**src/rtl/alu_pipe.sv**
```systemverilog
// Two-stage pipelined ALU with valid/ready handshake on both sides.
// S1 holds the operands and S2 holds the registered result, flags and a sticky overflow bit.
module alu_pipe #(
   parameter int unsigned WIDTH = 8,
   parameter int unsigned SHW   = $clog2(WIDTH)
) (
   input  logic             clk,
   input  logic             rst,
   input  logic             in_valid,
   output logic             in_ready,
   input  logic [WIDTH-1:0] a,
   input  logic [WIDTH-1:0] b,
   input  logic [2:0]       op,
   output logic             out_valid,
   input  logic             out_ready,
   output logic [WIDTH-1:0] result,
   output logic             overflow,
   output logic             carry,
   output logic             zero,
   output logic             negative,
   input  logic             clr_sticky,
   output logic             sticky_ovf
);

   localparam int unsigned Msb = WIDTH - 1;

   localparam logic [2:0] OpAdd  = 3'b000;
   localparam logic [2:0] OpSub  = 3'b001;
   localparam logic [2:0] OpAnd  = 3'b010;
   localparam logic [2:0] OpOr   = 3'b011;
   localparam logic [2:0] OpXor  = 3'b100;
   localparam logic [2:0] OpShl  = 3'b101;
   localparam logic [2:0] OpShr  = 3'b110;
   localparam logic [2:0] OpRotl = 3'b111;

   logic             s1_valid_q;
   logic [WIDTH-1:0] s1_a_q;
   logic [WIDTH-1:0] s1_b_q;
   logic [2:0]       s1_op_q;

   logic             s2_valid_q;
   logic [WIDTH-1:0] res_q;
   logic             ovf_q;
   logic             carry_q;
   logic             zero_q;
   logic             neg_q;
   logic             sticky_q;

   logic             s1_adv;
   logic             s2_adv;

   logic [SHW-1:0]     amt;
   logic [WIDTH:0]     sum_ext;
   logic [WIDTH:0]     dif_ext;
   logic [2*WIDTH-1:0] shl_ext;
   logic [WIDTH-1:0]   alu_res;
   logic               alu_c;
   logic               alu_v;
   logic               alu_z;
   logic               alu_n;

   // in_ready is the only combinational input-to-output path (from out_ready).
   assign s2_adv   = !s2_valid_q || out_ready;
   assign s1_adv   = !s1_valid_q || s2_adv;
   assign in_ready = s1_adv;

   always_comb begin
      amt     = s1_b_q[SHW-1:0];
      sum_ext = {1'b0, s1_a_q} + {1'b0, s1_b_q};
      dif_ext = {1'b0, s1_a_q} - {1'b0, s1_b_q};
      // Double-width shift so the bits pushed out of the top can be inspected.
      shl_ext = {{WIDTH{1'b0}}, s1_a_q} << amt;
      alu_res = '0;
      alu_c   = 1'b0;
      alu_v   = 1'b0;
      unique case (s1_op_q)
         OpAdd: begin
            alu_res = sum_ext[WIDTH-1:0];
            alu_c   = sum_ext[WIDTH];
            alu_v   = (s1_a_q[Msb] == s1_b_q[Msb]) && (sum_ext[Msb] != s1_a_q[Msb]);
         end
         OpSub: begin
            alu_res = dif_ext[WIDTH-1:0];
            alu_c   = dif_ext[WIDTH];
            alu_v   = (s1_a_q[Msb] != s1_b_q[Msb]) && (dif_ext[Msb] != s1_a_q[Msb]);
         end
         OpAnd: alu_res = s1_a_q & s1_b_q;
         OpOr:  alu_res = s1_a_q | s1_b_q;
         OpXor: alu_res = s1_a_q ^ s1_b_q;
         OpShl: begin
            alu_res = shl_ext[WIDTH-1:0];
            alu_v   = |shl_ext[2*WIDTH-1:WIDTH];
         end
         OpShr:  alu_res = s1_a_q >> amt;
         // A right shift by WIDTH yields zero, so amount 0 rotates to a itself.
         OpRotl: alu_res = (s1_a_q << amt) | (s1_a_q >> (WIDTH - 32'(amt)));
         default: ;
      endcase
      alu_z = (alu_res == '0);
      alu_n = alu_res[Msb];
   end

   always_ff @(posedge clk or posedge rst) begin
      if (rst) begin
         s1_valid_q <= 1'b0;
         s1_a_q     <= '0;
         s1_b_q     <= '0;
         s1_op_q    <= '0;
      end else if (s1_adv) begin
         s1_valid_q <= in_valid;
         if (in_valid) begin
            s1_a_q  <= a;
            s1_b_q  <= b;
            s1_op_q <= op;
         end
      end
   end

   always_ff @(posedge clk or posedge rst) begin
      if (rst) begin
         s2_valid_q <= 1'b0;
         res_q      <= '0;
         ovf_q      <= 1'b0;
         carry_q    <= 1'b0;
         zero_q     <= 1'b0;
         neg_q      <= 1'b0;
      end else if (s2_adv) begin
         s2_valid_q <= s1_valid_q;
         if (s1_valid_q) begin
            res_q   <= alu_res;
            ovf_q   <= alu_v;
            carry_q <= alu_c;
            zero_q  <= alu_z;
            neg_q   <= alu_n;
         end
      end
   end

   // Set takes priority over clear when both happen on the same edge.
   always_ff @(posedge clk or posedge rst) begin
      if (rst) begin
         sticky_q <= 1'b0;
      end else if (s2_valid_q && out_ready && ovf_q) begin
         sticky_q <= 1'b1;
      end else if (clr_sticky) begin
         sticky_q <= 1'b0;
      end
   end

   assign out_valid  = s2_valid_q;
   assign result     = res_q;
   assign overflow   = ovf_q;
   assign carry      = carry_q;
   assign zero       = zero_q;
   assign negative   = neg_q;
   assign sticky_ovf = sticky_q;

endmodule
```
**config.mk**
```make
export PLATFORM = sky130hd
export DESIGN_NAME = alu_pipe
export DESIGN_NICKNAME = d
export VERILOG_FILES = /design/src/rtl/alu_pipe.sv
export SDC_FILE = /design/constraint.sdc
export NUM_CORES = 1
export LEC_CHECK = 0
export ABC_AREA = 0
export CAP_MARGIN = 20
export CORE_UTILIZATION = 35
export DETAILED_ROUTE_END_ITERATION = 7
export PLACE_DENSITY_LB_ADDON = 0.12
export SYNTH_ARGS = -nofsm -noshare
export SYNTH_HDL_FRONTEND = slang
export SYNTH_SLANG_ARGS = --single-unit
```
**constraint.sdc**
```tcl
create_clock -name clk -period 7.9 [get_ports clk]
set_input_delay 1.58 -clock clk [delete_from_list [all_inputs] [get_ports clk]]
set_output_delay 1.58 -clock clk [all_outputs]
set_load 0.01 [all_outputs]
```
Word-level counts from Yosys, hierarchy flattened
Cells that the tools add are included.
{"block": "totals", "ff_bits": 34, "latch_bits": 0, "ramBits": 0, "mem_bits_ro": 0, "in_bits": 24, "word_cells": 52, "n_memories": 0}
{"block": "classes", "add_sub_neg": 3, "multipliers": 0, "n_div": 0, "order_cmp": 0, "eq_ne": 11, "shift": 4, "muxes": 5, "bitwise_logic": 4, "reduce_logical": 14}
{"cell": "8-bit case mux with 8 select lines", "count": 1}
{"cell": "8-bit by 32-bit right shift with 8-bit output", "count": 1}
{"cell": "8-bit OR", "count": 2}
{"cell": "8-bit by 3-bit left shift with 16-bit output", "count": 1}
{"cell": "3-bit equality test (second input constant)", "count": 4}
{"cell": "8-bit by 8-bit adder with 9-bit output", "count": 1}
{"cell": "8-bit by 8-bit subtractor with 9-bit output", "count": 1}
{"cell": "8-bit AND", "count": 1}
{"cell": "8-bit zero test", "count": 1}
{"cell": "8-bit OR reduction", "count": 1}
{"cell": "8-bit by 3-bit left shift with 8-bit output", "count": 1}
{"cell": "8-bit by 3-bit right shift with 8-bit output", "count": 1}
{"cell": "8-bit bitwise XOR", "count": 1}
{"cell": "3-bit by 2-bit equality test with 1-bit output (second input constant)", "count": 2}
{"cell": "4-bit by 3-bit subtractor with 5-bit output (first input constant)", "count": 1}
{"cell": "1-bit logical AND", "count": 4}
{"cell": "2-bit AND reduction", "count": 2}
{"cell": "3-bit by 1-bit equality test with 1-bit output (second input constant)", "count": 1}
{"cell": "3-bit zero test", "count": 1}
{"cell": "1-bit inequality test", "count": 3}
{"cell": "1-bit case mux with 3 select lines", "count": 1}
{"cell": "1-bit zero test", "count": 2}
{"cell": "1-bit logical OR", "count": 2}
{"cell": "1-bit two-way mux", "count": 2}
{"cell": "3 further kinds", "count": 3}

Logic depth before layout (Yosys ltp)
{"block": "depth", "word_depth": 5, "depth_mapped": 11, "mapped_depth_nobuf": 11}

Least setup slack after synthesis
Ideal clock, no wire load.
{"block": "synth_path", "path_kind": "in2out", "startpoint": "input port out_ready", "endpoint": "output port in_ready", "arrival_time_ns": 1.794, "required_ns": 6.320, "path_slack_ns": 4.526, "path_stages": 1, "path_buffers": 0, "cell_sequence": "nand3b_1"}
{"block": "synth_via", "elab_chain_len": 2}
{"item": "start: declaration", "line_no": "15", "source": "input logic out_ready,"}
{"item": "1-bit logical OR", "line_no": "63", "source": "assign s2_adv = !s2_valid_q || out_ready;"}
{"item": "1-bit logical OR", "line_no": "64", "source": "assign s1_adv = !s1_valid_q || s2_adv;"}
{"item": "end: declaration", "line_no": "10", "source": "output logic in_ready,"}
Every way passes these cells.

Final worst setup path
Ends and elaborated chain as after synthesis.

==> flow_summary.yaml <==
status:
  status: "finished clean"
synth:
  yosysUniqueCellTypes: 63
  syn_avg_cell_area_sq_um: 8.87
  yosys.area_share.simple: 0.171
  synthCells: 386
  synth_seq_area_share: 0.241
  synth_edf_count: 0
  synth_mux_area_frac: 0.204
  yosys_warnings: 0
  synth_xor_xnor_area_share: 0.0179
  netlist_area_sq_um: 3420
  synth_top_family_by_area: "multiplexers"
  synth_seq_cells: 33
  syn-num-nets: 438
  synth_compound_area_frac: 0.181
  synth.area.top_cells: "dfrtp_1 24%, mux2_2 9.5%, ha_1 9.5%, mux4_2 5.9%, mux2i_1 5.0%"
  synthArstFlopShare: 1.00
  synth-adder-area-share: 0.110
  synth_flop_cell: "dfrtp_1"
  synth_area_leader_cell: "dfrtp_1"
  synth_top_area_frac: 0.241
clock_tree:
  cts_tree: "yes"
  cts_buffers: 5
  clock_latency_ns: 0.30
  clock-sinks: 33
  clk_pin_slew_ns: 0.09
  cts.htree.levels: 2
  holdBufCountCts: 0
  cts_resized: 0
  cts_buffer_depth: 2
  cts.root.buffer_cell: "clkbuf_8"
  post-cts-setup-buffer-count: 0
run:
  max_cap_violations: 0
route:
  drt_iter0_markers: 228
  ant_nets: 0
  vias_per_cell: 5.56
  met1_length_um: 4510
  totalWireLength_um: 9360
  maxUsedRoutingLayer: "met4"
  firstDrtPassIters: 5
  drc_errors: 0
  via_count: 2988
  met2_length_um: 4340
  route.met3.wl_um: 420
  routedWlPerCell_um: 17.4
pwr:
  pwr-share-comb: 0.524
  peakVddDrop_uv: 92.2
  p_leak_nw: 1.67
  p_seq_frac: 0.268
  p_sw_mw: 0.394
  switching_share: 0.407
  pwr-share-clk: 0.207
  powerDensity_nw_per_um2: 242
  total_power_mw: 0.968
  internal-power_mw: 0.574
cells_and_area:
  fin_nets: 459
  stdcell_area_sq_um: 4000
  area_delta_synth_final_pct: 16.8
  insertedDiodeCount: 0
  final_util: 0.427
  multi_input_area_sq_um: 2340
  regArea_sq_um: 826
  layout.cells.non_filler: 537
  nFillCells: 960
  drive_above_1_share: 0.150
floorplanning:
  rows: 35
  core_sq_um: 9370
  die_width_um: 101
  ios: 39
  start_util: 0.365
  die-area_sq_um: 10200
  fp.dieH_um: 101
timing:
  worstMarginPinSlew_ns: 0.852
  finalSetupTns_ns: 0
  skew_ns: 0.0128
  slew_headroom: 0.431
  finalSetupViolCount: 0
  report.final.hold_viol_count: 0
  fin_crit_sh: 0.555
  max_freq_ghz: 0.228
  rsz0062_at_grt: "false"
  drv_slew: 0
  hold_ws_ns: 0.482
  period_minus_slack_ns: 4.38
  finalWorstSetupSlack_ns: 3.52
grt:
  grt_usage: 0.193
  grt_first_pass_wirelength_um: 15100
  antenna_found_initial: 0
  grt_pass1_vias: 2742
  grt_max_degree: 34
  grt_remaining_overflow: 0
worst_setup_path:
  r2r-end: "zero"
  end_kind: "output pin"
  start_kind: "primary input"
  path_cells: "clkdlybuf4s50_1 -> nand3b_1 -> clkdlybuf4s50_1"
  arrival_ns: 2.80
  path_common_cell: "clkdlybuf4s50_1"
  critPathKind: "in2out"
  cp_max_fo: 3
  reg2reg_slack_ns: 4.56
  reg2regPathDepth: 10
  slowest_delay_ns: 0.55
  rr_startpoint: "s1_b_q[0]"
  cp.required_ns: 6.32
  cp_slowest_cell: "clkdlybuf4s50_1"
place:
  post-dp-hpwl_um: 6730
  placedCellCount: 529
  place_ws_ns: 3.54
  dpl-instance-area_sq_um: 3860
  gp_congestion: 0.882
  io_buffers: 38
worst_hold_path:
  hp-class: "reg2reg"
  min-delay-start: "result[3]"
  hold_end: "result[3]"
  min_path_cells: 2
## placed cells by master, fill, tap and decap left out, types with 3 or more instances in the layout
cell | synthesis | layout
a21oi_1 | 19 | 19
a22oi_1 | 3 | 3
and2_1 | 4 | 4
buf_4 | 2 | 5
clkbuf_8 | 0 | 5
clkdlybuf4s50_1 | 0 | 38
dfrtp_1 | 33 | 33
ha_1 | 26 | 26
inv_1 | 30 | 30
mux2_2 | 29 | 29
mux2i_1 | 17 | 17
mux4_2 | 9 | 9
nand2_1 | 24 | 24
nand2b_1 | 9 | 9
nand3_1 | 9 | 9
nand3b_1 | 4 | 4
nand4_1 | 3 | 3
nor2_1 | 18 | 18
nor2b_1 | 7 | 7
nor3_1 | 12 | 12
nor4_1 | 5 | 5
o21ai_0 | 23 | 23
o21bai_1 | 3 | 3
o221ai_1 | 4 | 4
o22ai_1 | 5 | 5
o31ai_1 | 4 | 4
or3_1 | 5 | 5
xnor2_1 | 3 | 3
xor2_1 | 4 | 4
## registers in the layout (all words and copies together) (netlist names)
signal / cells
s1_a_q: 8
s1_valid_q: 1
sticky_ovf: 1
out_valid: 1
s1_b_q: 8
carry: 1
zero: 1
overflow: 1
s1_op_q: 3
result: 8
## layer usage
| layer | GRT usage | vias up |
|---|---|---|
| met3 | 0.0250 | 11 |
| met5 | 0 | - |
| met2 | 0.307 | 86 |
| li1 | - | 1440 |
| met1 | 0.281 | 1451 |
| met4 | 0.0401 | 0 |
## cells in the mapped netlist (5+ instances only)
library cell   n
nand2b_1       9
nor2b_1        7
inv_1         30
nor3_1        12
clkbuf_1      16
buf_2          5
a21oi_1       19
nor4_1         5
mux2_2        29
ha_1          26
mux2i_1       17
dfrtp_1       33
nand3_1        9
mux4_2         9
or3_1          5
o21ai_0       23
o22ai_1        5
nor2_1        18
nand2_1       24
## power by group through the flow
stage	registers, mW	clock network (mW)	logic (mW)
after floorplan	0.245	0	0.364
after global placement	0.262	0	0.500
after global routing	0.267	0.213	0.556
after detailed placement	0.263	0	0.503
after CTS	0.259	0.207	0.506
final	0.260	0.201	0.507
## area by class of cell
| cell class | count | area share |
|---|---|---|
| clock buffers | 5 | 0.0172 |
| clock inverters | 3 | 0.0163 |
| inverters | 32 | 0.0300 |
| multi-input cells | 292 | 0.585 |
| flip-flops and latches | 33 | 0.207 |
| well taps | 129 | 0.0404 |
| repair buffers | 43 | 0.105 |
## logic make-up after synthesis
group,count (synthesis)
compound gates,90
xor+xnor,7
fa+ha+maj,29
buf+inv,61
flops,33
mux,55
simple gates,111
## how the worst max path moves through the flow
stage / from / to / slack, ns / cells past startpoint
2_1_floorplan: out_ready / in_ready / 4.53 / 1
3_3_place_gp: out_ready / in_ready / 3.56 / 3
3_5_place_dp: out_ready / in_ready / 3.54 / 3
4_1_cts: out_ready / in_ready / 3.53 / 3
5_1_grt: out_ready / in_ready / 3.47 / 3
6_report: out_ready / in_ready / 3.52 / 3
## worst max-delay path, delay by kind of cell
kind,cells,cell delay [ns]
buffers and inverters,2,1.05
AND/OR/NAND/NOR,1,0.17
Note: power is estimated with default switching activity, not from simulation.
==> variant (same flow settings) <==
Put one more register stage on the output `overflow`, with the module's reset. The value now appears one clock later. The other outputs are not delayed to match. Comments in the files are not updated.
--- a/src/rtl/alu_pipe.sv
+++ b/src/rtl/alu_pipe.sv
@@ -151,3 +151,9 @@
    assign result     = res_q;
-   assign overflow   = ovf_q;
+   always_ff @(posedge clk or posedge rst) begin
+      if (rst) begin
+         overflow <= '0;
+      end else begin
+         overflow <= ovf_q;
+      end
+   end
    assign carry      = carry_q;
Formal check against the unedited RTL: not equivalent (Yosys sat finds a counterexample within 4 cycles, from zero or initial values and one cycle with rst high).
==> variant against the original RTL <==
- synthesized cell count increased by 1.8%
- synthesized area grew 0.73%
- total power shrank 3.1%
- sequential power is 5% higher
- non-clock buffer count shrank 1
- first-iteration DRC count increased by 16%
- sequential share of layout area up 0.85 points
- design area shrank 1.0%
- routed wire length increased by 5.3%
- final cell count is 1.1% higher
- sequential cell count increased by 1
- setup slack better by 0.016 ns
- critical path type unchanged
- largest cell class unchanged
- largest power group unchanged
- highest routed layer unchanged
==> variant: results (changes against the original RTL) <==
Register Area=851 sq um (+3.0%); Power, Total=0.938 mW (-3.1%); GRT Util Overall=0.204 (+0.0107); WL met3=599 microns (+43%); initial antenna violation count=0 (unchanged); synthesized net count=445 (+1.6%); status=complete, no violations; Peak VDD IR=110 uV (+19%); initial DRC count=265 (+16%); Post-Place Cells=535 (+1.1%); metal2 WL=4430 microns (+1.9%); multi-input gates=301 (+3.1%); Setup WS pre-CTS=3.54 ns (-0.00314 ns); Nets=465 (+1.3%); number of global-route vias before repair=2,889 (+5.4%); Buffers excl. clock=42 (-2.3%); Critical Path AT=2.78 ns (-0.02 ns); power share of the sequential group=0.292 (+0.024); first-pass GRT wire length=16,000 microns (+5.9%); DR WL/cell=18.2 microns (+4.2%); Final Skew=0.00951 ns (-0.00329 ns); Final non-clock buffer share=0.104 (-0.000806); number of H-tree levels=2 (unchanged); combinational power share=0.538 (+0.014); clock-cell share of area=0.0269 (-0.00661); DP Wirelength=7440 microns (+11%); FF+latch count=34 (+3.0%); CTS Buffer Depth=2 (unchanged); area of the multi-input gates=0.00232 sq mm (-0.86%); fill count=962 (+0.21%); vias per cell=5.75 (+3.3%); Starting Density=0.368 (+0.00267); layout cells sized above 1=0.123 (-0.0263); GPL Wtd Cong=0.896 (+1.7%); Synth Warn #=0 (unchanged); P_int=0.537 mW (-6.5%); maximum number of pins on one net before global-route repair=35 (+2.9%); most frequent cells after synthesis=38 x nand2_1, 34 x dfrtp_1, 26 x ha_1; Routed WL=9860 microns (+5.3%); Leakage=1.68 nW (+0.88%); pwr dens=237 mW/mm^2 (-2.1%); top cells by area, synth=dfrtp_1 25%, ha_1 9.4%, mux2_2 6.5%, mux4_2 5.9%, nand2_1 4.1%; Met1 Routed Length=4560 microns (+1.0%); clock buf count=7 (+2); Seq/Total Area, Yosys=0.247 (+0.00551); Area after DPL=0.00385 sq mm (-0.36%); Clock Pin Slew Worst Setup and Hold Paths=0.07 ns (-0.02 ns)
==> variant: cell types whose count changed in the layout (fill, tap and decap cells not counted), sizes merged, moves of 5 or more <==
cell    change
nand2      +15
mux2        -7
nor3        -5
mux2i       -7
nand2b      +6
a21oi       +6
a31oi       +7
==> variant: metal layers <==
layer | global-route usage | up-vias
li1 | - | 1474
met1 | 0.302 | 1489
met2 | 0.301 | 137
met3 | 0.0262 | 21
met4 | 0.0780 | 0
met5 | 0 | -
==> variant: final timing paths <==
path,cells past startpoint,endpoint,slack (ns),from
setup / recovery,3,in_ready,3.54,out_ready
hold / removal,0,overflow,0.42,ovf_q
setup reg to reg,9,zero,4.55,s1_b_q[2]
hold reg to reg,0,overflow,0.42,ovf_q
max in group asynchronous,3,s1_a_q[7],5.91,rst
min in group asynchronous,3,s1_a_q[4],1.68,rst
==> variant: cells by family after synthesis <==
logic type      synth area share
buf+inv                   0.0809
fa+ha+maj                  0.106
xor+xnor                  0.0203
simple gates               0.157
mux                        0.160
compound gates             0.229
flops                      0.247
